--- config.mk ---
export PLATFORM = sky130hd
export DESIGN_NAME = bsg_manycore_host_packet_bridge
export DESIGN_NICKNAME = d
export VERILOG_FILES = /design/src/rtl/bsg_manycore_host_packet_bridge.sv
export SDC_FILE = /design/constraint.sdc
export NUM_CORES = 1
export LEC_CHECK = 0
export CAP_MARGIN = 20
export CORE_MARGIN = 5
export CORE_UTILIZATION = 42
export CTS_BUF_LIST = sky130_fd_sc_hd__clkbuf_8 sky130_fd_sc_hd__clkbuf_16
export CTS_CLUSTER_SIZE = 20
export DETAILED_ROUTE_END_ITERATION = 10
export PLACE_DENSITY = 0.8
export SLEW_MARGIN = 20
export SYNTH_ARGS = -nofsm -noshare
export SYNTH_HDL_FRONTEND = slang
export SYNTH_SLANG_ARGS = --single-unit
--- constraint.sdc ---
create_clock -name clk_i -period 2.1 [get_ports clk_i]
set_input_delay 0.315 -clock clk_i [delete_from_list [all_inputs] [get_ports clk_i]]
set_output_delay 0.315 -clock clk_i [all_outputs]
set_load 0.02 [all_outputs]
--- src/rtl/bsg_manycore_host_packet_bridge.sv ---
// bsg_manycore_host_packet_bridge
//
// Purpose:
//   Bridges the host MMIO word interface and the manycore loader link port.
//   Host writes are gathered, least-significant word first, into one forward
//   request packet. That packet goes to the manycore under a credit limit on
//   outstanding requests. Each returned response packet is handed back to the
//   host as a series of 32-bit words, least-significant word first. A credit
//   comes back only after the last word of a response has been read by the host.
//
// Ports:
//   clk_i, reset_n_i            clock, asynchronous active-low reset
//   host_wdata_i / host_wv_i    host write word and valid
//   host_wready_o               bridge can accept a host word this cycle
//   host_rdata_o / host_rv_o    response word to host and valid
//   host_rready_i               host takes the response word this cycle
//   fwd_packet_o / fwd_v_o      forward packet to manycore and valid
//   fwd_ready_i                 link accepts the forward packet
//   ret_packet_i / ret_v_i      returned packet from manycore and valid
//   ret_yumi_o                  bridge consumes ret_packet_i this cycle
//   credits_o                   credits currently available for sending

module bsg_manycore_host_packet_bridge #(
    parameter int fwd_width_p       = 128,
    parameter int ret_width_p       = 64,
    parameter int max_out_credits_p = 16
) (
    input  logic                                   clk_i,
    input  logic                                   reset_n_i,
    input  logic [31:0]                            host_wdata_i,
    input  logic                                   host_wv_i,
    output logic                                   host_wready_o,
    output logic [31:0]                            host_rdata_o,
    output logic                                   host_rv_o,
    input  logic                                   host_rready_i,
    output logic [fwd_width_p-1:0]                 fwd_packet_o,
    output logic                                   fwd_v_o,
    input  logic                                   fwd_ready_i,
    input  logic [ret_width_p-1:0]                 ret_packet_i,
    input  logic                                   ret_v_i,
    output logic                                   ret_yumi_o,
    output logic [$clog2(max_out_credits_p+1)-1:0] credits_o
);

    localparam int fwd_words_lp  = (fwd_width_p + 31) / 32;
    localparam int ret_words_lp  = (ret_width_p + 31) / 32;
    localparam int tx_cnt_w_lp   = (fwd_words_lp > 1) ? $clog2(fwd_words_lp) : 1;
    localparam int rx_cnt_w_lp   = (ret_words_lp > 1) ? $clog2(ret_words_lp) : 1;
    localparam int credit_w_lp   = $clog2(max_out_credits_p + 1);
    localparam int fwd_flat_w_lp = fwd_words_lp * 32;
    localparam int ret_flat_w_lp = ret_words_lp * 32;

    typedef enum logic {
        TX_ACCUM,
        TX_SEND
    } tx_state_e;

    typedef enum logic {
        RX_WAIT,
        RX_DRAIN
    } rx_state_e;

    tx_state_e                tx_state_r;
    logic [tx_cnt_w_lp-1:0]   tx_cnt_r;
    logic [31:0]              tx_words_r [fwd_words_lp];
    logic [fwd_flat_w_lp-1:0] tx_flat;

    rx_state_e                rx_state_r;
    logic [rx_cnt_w_lp-1:0]   rx_cnt_r;
    logic [31:0]              rx_words_r [ret_words_lp];
    logic [ret_flat_w_lp-1:0] ret_flat;

    logic [credit_w_lp-1:0]   credits_r;

    logic host_w_xfer;
    logic host_r_xfer;
    logic fwd_xfer;
    logic rx_last;
    logic credit_inc;
    logic credit_dec;

    // Handshakes and the credit events derived from them
    assign host_w_xfer = host_wv_i & host_wready_o;
    assign host_r_xfer = host_rv_o & host_rready_i;
    assign fwd_xfer    = fwd_v_o & fwd_ready_i;
    assign rx_last     = (rx_cnt_r == rx_cnt_w_lp'(ret_words_lp - 1));
    assign credit_dec  = fwd_xfer;
    assign credit_inc  = host_r_xfer & rx_last;

    // Outputs are plain decodes of registered state, so none of them depends
    // combinationally on its own handshake input. The one exception is
    // ret_yumi_o, which is the consume strobe that the link protocol expects.
    assign host_wready_o = (tx_state_r == TX_ACCUM);
    // Valid is gated by credits only while SEND is held. Credits can only fall
    // on a send, so once valid is high it stays high until the packet is taken.
    assign fwd_v_o       = (tx_state_r == TX_SEND) && (credits_r != '0);
    assign fwd_packet_o  = tx_flat[fwd_width_p-1:0];
    assign host_rv_o     = (rx_state_r == RX_DRAIN);
    assign host_rdata_o  = rx_words_r[rx_cnt_r];
    assign ret_yumi_o    = ret_v_i & (rx_state_r == RX_WAIT);
    assign credits_o     = credits_r;

    // Flatten the word slots into the forward packet, slot 0 in the low bits
    always_comb begin
        tx_flat = '0;
        for (int i = 0; i < fwd_words_lp; i++) begin
            tx_flat[i*32 +: 32] = tx_words_r[i];
        end
    end

    // Zero-extend the returned packet so the top host word is zero-filled
    assign ret_flat = ret_flat_w_lp'(ret_packet_i);

    // TX path: fill slots one host word at a time. Stop taking words while the
    // finished packet is waiting for the link, so the packet stays stable.
    always_ff @(posedge clk_i or negedge reset_n_i) begin
        if (!reset_n_i) begin
            tx_state_r <= TX_ACCUM;
            tx_cnt_r   <= '0;
            for (int i = 0; i < fwd_words_lp; i++) begin
                tx_words_r[i] <= '0;
            end
        end else begin
            case (tx_state_r)
                TX_ACCUM: begin
                    if (host_w_xfer) begin
                        tx_words_r[tx_cnt_r] <= host_wdata_i;
                        if (tx_cnt_r == tx_cnt_w_lp'(fwd_words_lp - 1)) begin
                            tx_cnt_r   <= '0;
                            tx_state_r <= TX_SEND;
                        end else begin
                            tx_cnt_r <= tx_cnt_r + tx_cnt_w_lp'(1);
                        end
                    end
                end
                TX_SEND: begin
                    if (fwd_xfer) begin
                        tx_state_r <= TX_ACCUM;
                    end
                end
                default: tx_state_r <= TX_ACCUM;
            endcase
        end
    end

    // RX path: take one returned packet while idle, then feed it to the host
    // one word per host read. No new packet is consumed until the drain ends.
    always_ff @(posedge clk_i or negedge reset_n_i) begin
        if (!reset_n_i) begin
            rx_state_r <= RX_WAIT;
            rx_cnt_r   <= '0;
            for (int i = 0; i < ret_words_lp; i++) begin
                rx_words_r[i] <= '0;
            end
        end else begin
            case (rx_state_r)
                RX_WAIT: begin
                    if (ret_v_i) begin
                        for (int i = 0; i < ret_words_lp; i++) begin
                            rx_words_r[i] <= ret_flat[i*32 +: 32];
                        end
                        rx_cnt_r   <= '0;
                        rx_state_r <= RX_DRAIN;
                    end
                end
                RX_DRAIN: begin
                    if (host_r_xfer) begin
                        if (rx_last) begin
                            rx_state_r <= RX_WAIT;
                        end else begin
                            rx_cnt_r <= rx_cnt_r + rx_cnt_w_lp'(1);
                        end
                    end
                end
                default: rx_state_r <= RX_WAIT;
            endcase
        end
    end

    // Credit counter: a send and a final drain in the same cycle cancel out
    always_ff @(posedge clk_i or negedge reset_n_i) begin
        if (!reset_n_i) begin
            credits_r <= credit_w_lp'(max_out_credits_p);
        end else begin
            case ({credit_dec, credit_inc})
                2'b10:   credits_r <= credits_r - credit_w_lp'(1);
                2'b01:   credits_r <= credits_r + credit_w_lp'(1);
                default: credits_r <= credits_r;
            endcase
        end
    end

`ifndef SYNTHESIS
    // A response that has no matching outstanding request would push the
    // credit count past its maximum.
    always_ff @(posedge clk_i) begin
        if (reset_n_i && credit_inc && !credit_dec) begin
            assert (credits_r < credit_w_lp'(max_out_credits_p));
        end
    end
`endif

endmodule

==> results.py, run 1 <==
metrics = {
    "cts": {
        "tritoncts": "built",
        "clk_pin_slew_ns": 0.06,
        "clock-sinks": 202,
        "ctsLongestPathBuffers": 3,
        "htree_levels": 1,
        "numCtsBuffers": 23,
        "root_buffer": "clkbuf_16",
        "clk-insertion-delay-late_ns": 0.50,
    },
    "power": {
        "intPower_uw": 14800,
        "pwr_density_cell_nw_per_um2": 1800,
        "power_frac_seq_pct": 31.0,
        "clock_power_share_pct": 17.1,
        "peakVddDrop_mv": 1.16,
        "power.leakage_uw": 0.00586,
        "swShare_pct": 35.2,
        "power_frac_comb_pct": 51.8,
        "p_switching_uw": 8030,
    },
    "critical_path": {
        "required_ns": 2.51,
        "worstPathCellList": "nor4_4, a21oi_4, nand2_2, ha_4, inv_4, ha_4, or3_1, o311ai_2, o311ai_1",
        "rrSetupSlack_ns": -0.02,
        "path_max_fanout": 4,
        "crit_arrival_ns": 2.53,
        "r2r_start": "credits_o[2]",
        "crit_type": "flip-flop to flip-flop",
        "ff2ff_path_depth": 9,
        "slowest_delay_ns": 0.42,
        "cpLargestDelayFamily": "simple AND/OR/NAND/NOR gates",
        "cp-start-kind": "flip-flop",
        "path_buf_inv": 1,
        "worstSetupEndpointType": "flip-flop",
        "cp_common_cell": "ha_4",
        "slowest_stage": "dfrtp_2",
        "r2r-end": "credits_o[4]",
    },
    "grt": {
        "antenna_found_initial": 1,
        "grt_pass1_vias": 6147,
        "grt_max_degree": 66,
        "grt_use_total_pct": 18.5,
        "grt_pass1_wl_um": 35400,
        "grt-ovfl-total": 0,
    },
    "detailed_routing": {
        "drc": 0,
        "routed_via_density": 4.92,
        "drtIter0Drc": 122,
        "drt-total-wl_um": 22100,
        "wl_per_cell_um": 20.1,
        "antenna_left": 0,
        "vias": 5418,
        "detail_route.first_pass.iterations": 4,
    },
    "floorplanning": {
        "rows": 52,
        "io_pins": 271,
        "die_h_um": 154,
        "die_w_um": 154,
        "core-area_um2": 20300,
        "start_util_pct": 42.7,
        "dieArea_um2": 23600,
    },
    "place": {
        "hpwl_um": 15300,
        "place_area_um2": 12000,
        "dp_slack_ns": -0.263,
        "place_congestion": 0.807,
        "numPortBuffers": 270,
    },
    "synthesis": {
        "synth.area.top_cells": "dfrtp_1, mux2_4, mux2_2",
        "synth_warnings": 0,
        "syn_inst": 509,
        "synth-seq-cells": 202,
        "netlist_area_um2": 8660,
        "yosysTopAreaCell": "dfrtp_1",
        "synth_top_area_share_pct": 58.1,
        "syn_avg_cell_area_um2": 17.0,
        "yosysUniqueCellTypes": 31,
        "seq_area_frac_synth_pct": 58.4,
        "synth_fp_nets": 620,
    },
    "sta": {
        "clock.fmax_mhz": 473,
        "setup_slack_ns": -0.0160,
        "finalCriticalPeriod_ns": 2.12,
        "tightest_slew_ns": 0.500,
        "whs_ns": 0.369,
        "final.period_utilization_pct": 101,
        "maxSlewHeadroom_pct": 66.7,
        "rsz0062_at_grt": "true",
        "slew_viol_final": 0,
        "final-hold-violation-count": 0,
        "setup_viol": 1,
        "clock-skew-final_ns": 0.0104,
        "fin_tns_setup_ns": -0.0160,
    },
    "final_layout": {
        "drive_above_1_share_pct": 42.2,
        "nets": 928,
        "fillCellCount": 1497,
        "postLayoutCellArea_um2": 12700,
        "diodes": 0,
        "synthToLayoutAreaGrowth_pct": 46.6,
    },
    "outcome": {
        "status": "finished, violations left",
        "violations": "setup timing",
    },
    "job": {
        "maxCapViolations": 0,
    },
    "hold_path": {
        "hp-class": "input port to async pin",
    },
}
state kept, by name (all words and copies together) (netlist names):
name and cells:
fwd_packet_o 128, rx_words_r 64, credits_o 5, tx_cnt_r 2, host_rv_o 1, rx_cnt_r 1, tx_state_r 1
layout by cell type (no fill, tap or decap), types with 2 or more instances in the layout:
cell type          n
clkinv_2           5
ha_4               3
nor4_4             2
buf_2             25
clkbuf_16         23
nand2_4            4
xor2_1             2
mux2_2           105
dfrtp_2            4
nor2b_2            2
nor2_1             4
nand2_1            5
dlygate4sd2_1      6
clkbuf_2           2
bufinv_16          2
mux2_4           119
ha_1               5
buf_4             22
buf_12            14
dfrtp_1          197
o21ai_0            4
clkdlybuf4s50_1  235
clkbuf_8           5
inv_1             10
through the flow:
stage	cells	power, uW	utilization, %
floorplan	509	13800	-
global placement	1057	18900	59.0
detailed placement	1057	19200	59.0
CTS	1102	23100	62.8
global route	1102	24000	62.5
finish	1102	22800	62.5
power groups by stage:
stage / Combinational (uW) / Sequential (uW) / Clock, uW
3_5_place_dp: 12100 / 7060 / 0
2_1_floorplan: 5260 / 8520 / 0
3_3_place_gp: 11900 / 6990 / 0
4_1_cts: 12000 / 7090 / 4010
5_1_grt: 12500 / 7350 / 4190
6_report: 11800 / 7080 / 3910
final cells by class:
type,instances,area [um^2],share of cell area (%)
Clock inverter,13,116,0.916
Clock buffer,27,631,4.97
Sequential cell,202,5060,39.9
Multi-Input combinational cell,274,3470,27.3
Tap cell,270,338,2.66
Inverter,8,32.5,0.256
Timing Repair Buffer,308,3050,24.0
Yosys cell counts (all sizes together):
cell type    n
o2111ai      2
a22oi        1
and3         1
dfrtp      201
nand2       10
dfstp        1
nand3        1
buf         24
fa           1
xor2         2
inv          8
nor2         4
o21a         1
clkbuf       1
a311oi       1
xnor2        1
a21o         1
o311ai       2
o21ai        5
mux2       224
or3          1
a21oi        3
nor2b        3
nor4         2
ha           8
worst reg2reg max path: stages, from the launching register on:
cell      delay [ns]
dfrtp_2         0.42
nor4_4          0.35
a21oi_4         0.10
nand2_2         0.08
ha_4            0.16
inv_4           0.06
ha_4            0.16
or3_1           0.32
o311ai_2        0.26
o311ai_1        0.14
kinds of logic (layout without fill, tap and decap cells):
logic type               count (synthesis)  after routing  synth area share, %
AO/OA/AOI/OAI                           16             16                 1.23
XOR/XNOR                                 3              3                0.303
adder cells (fa/ha/maj)                  9              9                 1.39
buffers and inverters                   33            356                 2.86
flip-flops                             202            202                 58.4
multiplexers                           224            224                 34.3
AND/OR/NAND/NOR                         22             22                 1.55
metal layers:
metal  track usage [%]  part of all wire [%]  vias up
met5                 0                 0.059        -
met2              30.9                    49      197
met1              23.6                    41     2742
li1                  -                     -     2423
met3              5.20                   6.8       54
met4              5.42                   3.3        2
worst max-delay path by stage:
stage                        startpoint         endpoint  slack [ns]  depth (start not counted)
after floorplan            credits_o[2]     credits_o[4]       -0.10                          9
after global placement    host_rready_i     credits_o[4]       -0.18                          8
after detailed placement  host_rready_i     credits_o[4]       -0.26                         10
after CTS                      rx_cnt_r  host_rdata_o[9]       -0.02                          4
after global routing       credits_o[2]     credits_o[4]       -0.10                          9
final                      credits_o[2]     credits_o[4]       -0.02                          9
what timing repair did:
| action | in CTS | in global routing |
|---|---|---|
| hold buffers | 1 | 0 |
| pin swaps | 8 | 1 |
| endpoints found under the hold margin | 51 | 0 |
| buffers inserted | 3 | 0 |
| endpoints found under the setup margin | 35 | 13 |
| gates cloned | 1 | 0 |
| resized for setup | 110 | 15 |
No activity file was read; power rests on OpenSTA's default activity.
==> run 2: changes to the inputs <==
- CAP_MARGIN: 20 -> 15
==> results of run 2 <==
The final DEF is identical to that of run 1; final timing and power are the same.
==> run 3: changes to the inputs <==
==> constraint.sdc (replaced) <==
create_clock -name clk_i -period 2.1 [get_ports clk_i]
set_input_delay 0.315 -clock clk_i [delete_from_list [all_inputs] [get_ports clk_i]]
set_output_delay 0.315 -clock clk_i [all_outputs]
set_load 0.05 [all_outputs]
==> run 3 against run 2 <==
Effect of this change:
- cell count barely moved
- sequential share of layout area fell by 1.0 points
- via count fell by 0.74%
- count of clock-buffer cells in the layout fell by 1
- the flow still finishes with violations (setup timing)
- critical path depth rose by 1
- non-clock buffer count fell by 1
- die area did not move
==> results.py, run 3 (synthesized netlist as in run 1, its figures left out) <==
metrics = {
    "floorplanning": {
        "core-area_um2": 20300,
        "die_w_um": 154,
        "die_h_um": 154,
        "rows": 52,
        "io_pins": 271,
        "start_util_pct": 42.7,
        "dieArea_um2": 23600,
    },
    "final_layout": {
        "final_cell_mix": "clkdlybuf4s50_1, dfrtp_1, mux2_4, mux2_2, buf_12",
        "nets": 927,
        "fin_util_pct": 64.2,
        "diodes": 0,
        "synthToLayoutAreaGrowth_pct": 50.5,
        "layout_commonest_cell": "clkdlybuf4s50_1",
        "largest_reg_flops": 128,
        "finalNonFillerCells": 1101,
        "fillCellCount": 1473,
        "drive_above_1_share_pct": 42.8,
    },
    "critical_path": {
        "rrSetupSlack_ns": -0.04,
        "crit_type": "flip-flop to flip-flop",
        "ff2ff_path_depth": 10,
        "r2r-end": "credits_o[4]",
        "required_ns": 2.50,
        "cp-start-kind": "flip-flop",
        "r2r_start": "credits_o[1]",
        "worstSetupEndpointType": "flip-flop",
        "crit_arrival_ns": 2.54,
        "path_max_fanout": 4,
    },
    "grt": {
        "grt_max_degree": 64,
        "grt_pass1_vias": 6168,
        "grt_pass1_wl_um": 35500,
        "antenna_found_initial": 0,
        "grt_use_total_pct": 18.4,
        "grt-ovfl-total": 0,
    },
    "sta": {
        "setup_slack_ns": -0.0428,
        "rsz0062_at_grt": "true",
        "final-hold-violation-count": 0,
        "clock.fmax_mhz": 467,
        "fin_tns_setup_ns": -0.0428,
        "clock-skew-final_ns": 0.0140,
        "setup_viol": 1,
        "finalCriticalPeriod_ns": 2.14,
        "whs_ns": 0.400,
        "slew_viol_final": 0,
        "maxSlewHeadroom_pct": 62.4,
        "tightest_slew_ns": 0.562,
        "final.period_utilization_pct": 102,
    },
    "place": {
        "hpwl_um": 15500,
        "placed_cells": 1060,
        "numPortBuffers": 270,
        "place_congestion": 0.770,
    },
    "detailed_routing": {
        "antenna_left": 0,
        "routed_via_density": 4.88,
        "drc": 0,
        "drtIter0Drc": 130,
        "detail_route.first_pass.iterations": 4,
        "drt-total-wl_um": 22300,
        "wl_per_cell_um": 20.2,
        "vias": 5378,
    },
    "outcome": {
        "violations": "setup timing",
        "status": "finished, violations left",
    },
    "cts": {
        "clk_pin_slew_ns": 0.06,
        "clk-insertion-delay-late_ns": 0.51,
        "htree_levels": 1,
        "root_buffer": "clkbuf_16",
        "tritoncts": "built",
        "clock-sinks": 202,
        "ctsLongestPathBuffers": 3,
        "numCtsBuffers": 23,
    },
    "hold_path": {
        "hp-class": "input port to async pin",
    },
    "job": {
        "maxCapViolations": 0,
    },
}
[run 3: worst max path at each step]
stage | from | end | slack, ns | depth (start not counted)
6_report | credits_o[1] | credits_o[4] | -0.04 | 10
5_1_grt | credits_o[4] | credits_o[4] | -0.14 | 10
4_1_cts | credits_o[1] | credits_o[4] | -0.09 | 9
3_5_place_dp | host_rready_i | credits_o[4] | -0.29 | 8
3_3_place_gp | host_rready_i | credits_o[4] | -0.17 | 8
2_1_floorplan | credits_o[4] | credits_o[4] | -0.35 | 10
[run 3: repair_timing]
| action | CTS | global route |
|---|---|---|
| endpoints found under the setup margin | 40 | 14 |
| endpoints found under the hold margin | 55 | 0 |
| resized for setup | 12 | 3 |
| hold buffers | 1 | 0 |
| buffers inserted | 0 | 0 |
| pin swaps | 1 | 4 |
[run 3: area by class of cell]
| type | count | area [um^2] | share of cell area, % |
|---|---|---|---|
| clock buffer | 26 | 617 | 4.73 |
| clock inverter | 14 | 103 | 0.787 |
| inverter | 8 | 32.5 | 0.250 |
| multi-input combinational | 274 | 3470 | 26.6 |
| sequential | 202 | 5060 | 38.8 |
| tap | 270 | 338 | 2.59 |
| timing repair buffer | 307 | 3420 | 26.2 |
[run 3: critical path: stages (launching register included)]
cell and delay [ns]:
dfrtp_2 0.42, nor4_4 0.33, a21oi_4 0.09, nand2_2 0.09, ha_4 0.17, inv_4 0.06
ha_4 0.29, nor4_2 0.05, a311oi_1 0.30, o311ai_2 0.16, o311ai_1 0.10
[run 3: layer usage]
layer | share of wire (%) | global-route usage, % | wire [um]
met1 | 44 | 24.1 | 9680
met4 | 2.0 | 3.66 | 454
met3 | 8.5 | 6.60 | 1890
met5 | 0 | 0 | 0
met2 | 46 | 30.0 | 10200
[run 3: metrics by stage]
stage | setup slack (ns) | cell area [um^2]
after floorplan | -0.346 | 8730
after global routing | -0.138 | 13000
after global placement | -0.170 | 12300
after CTS | -0.0910 | 13000
final | -0.0428 | 13000
after detailed placement | -0.291 | 12300
Power of run 3 is not shown: default switching activity piles up to over one toggle a cycle in this logic, so the estimate is an artifact.
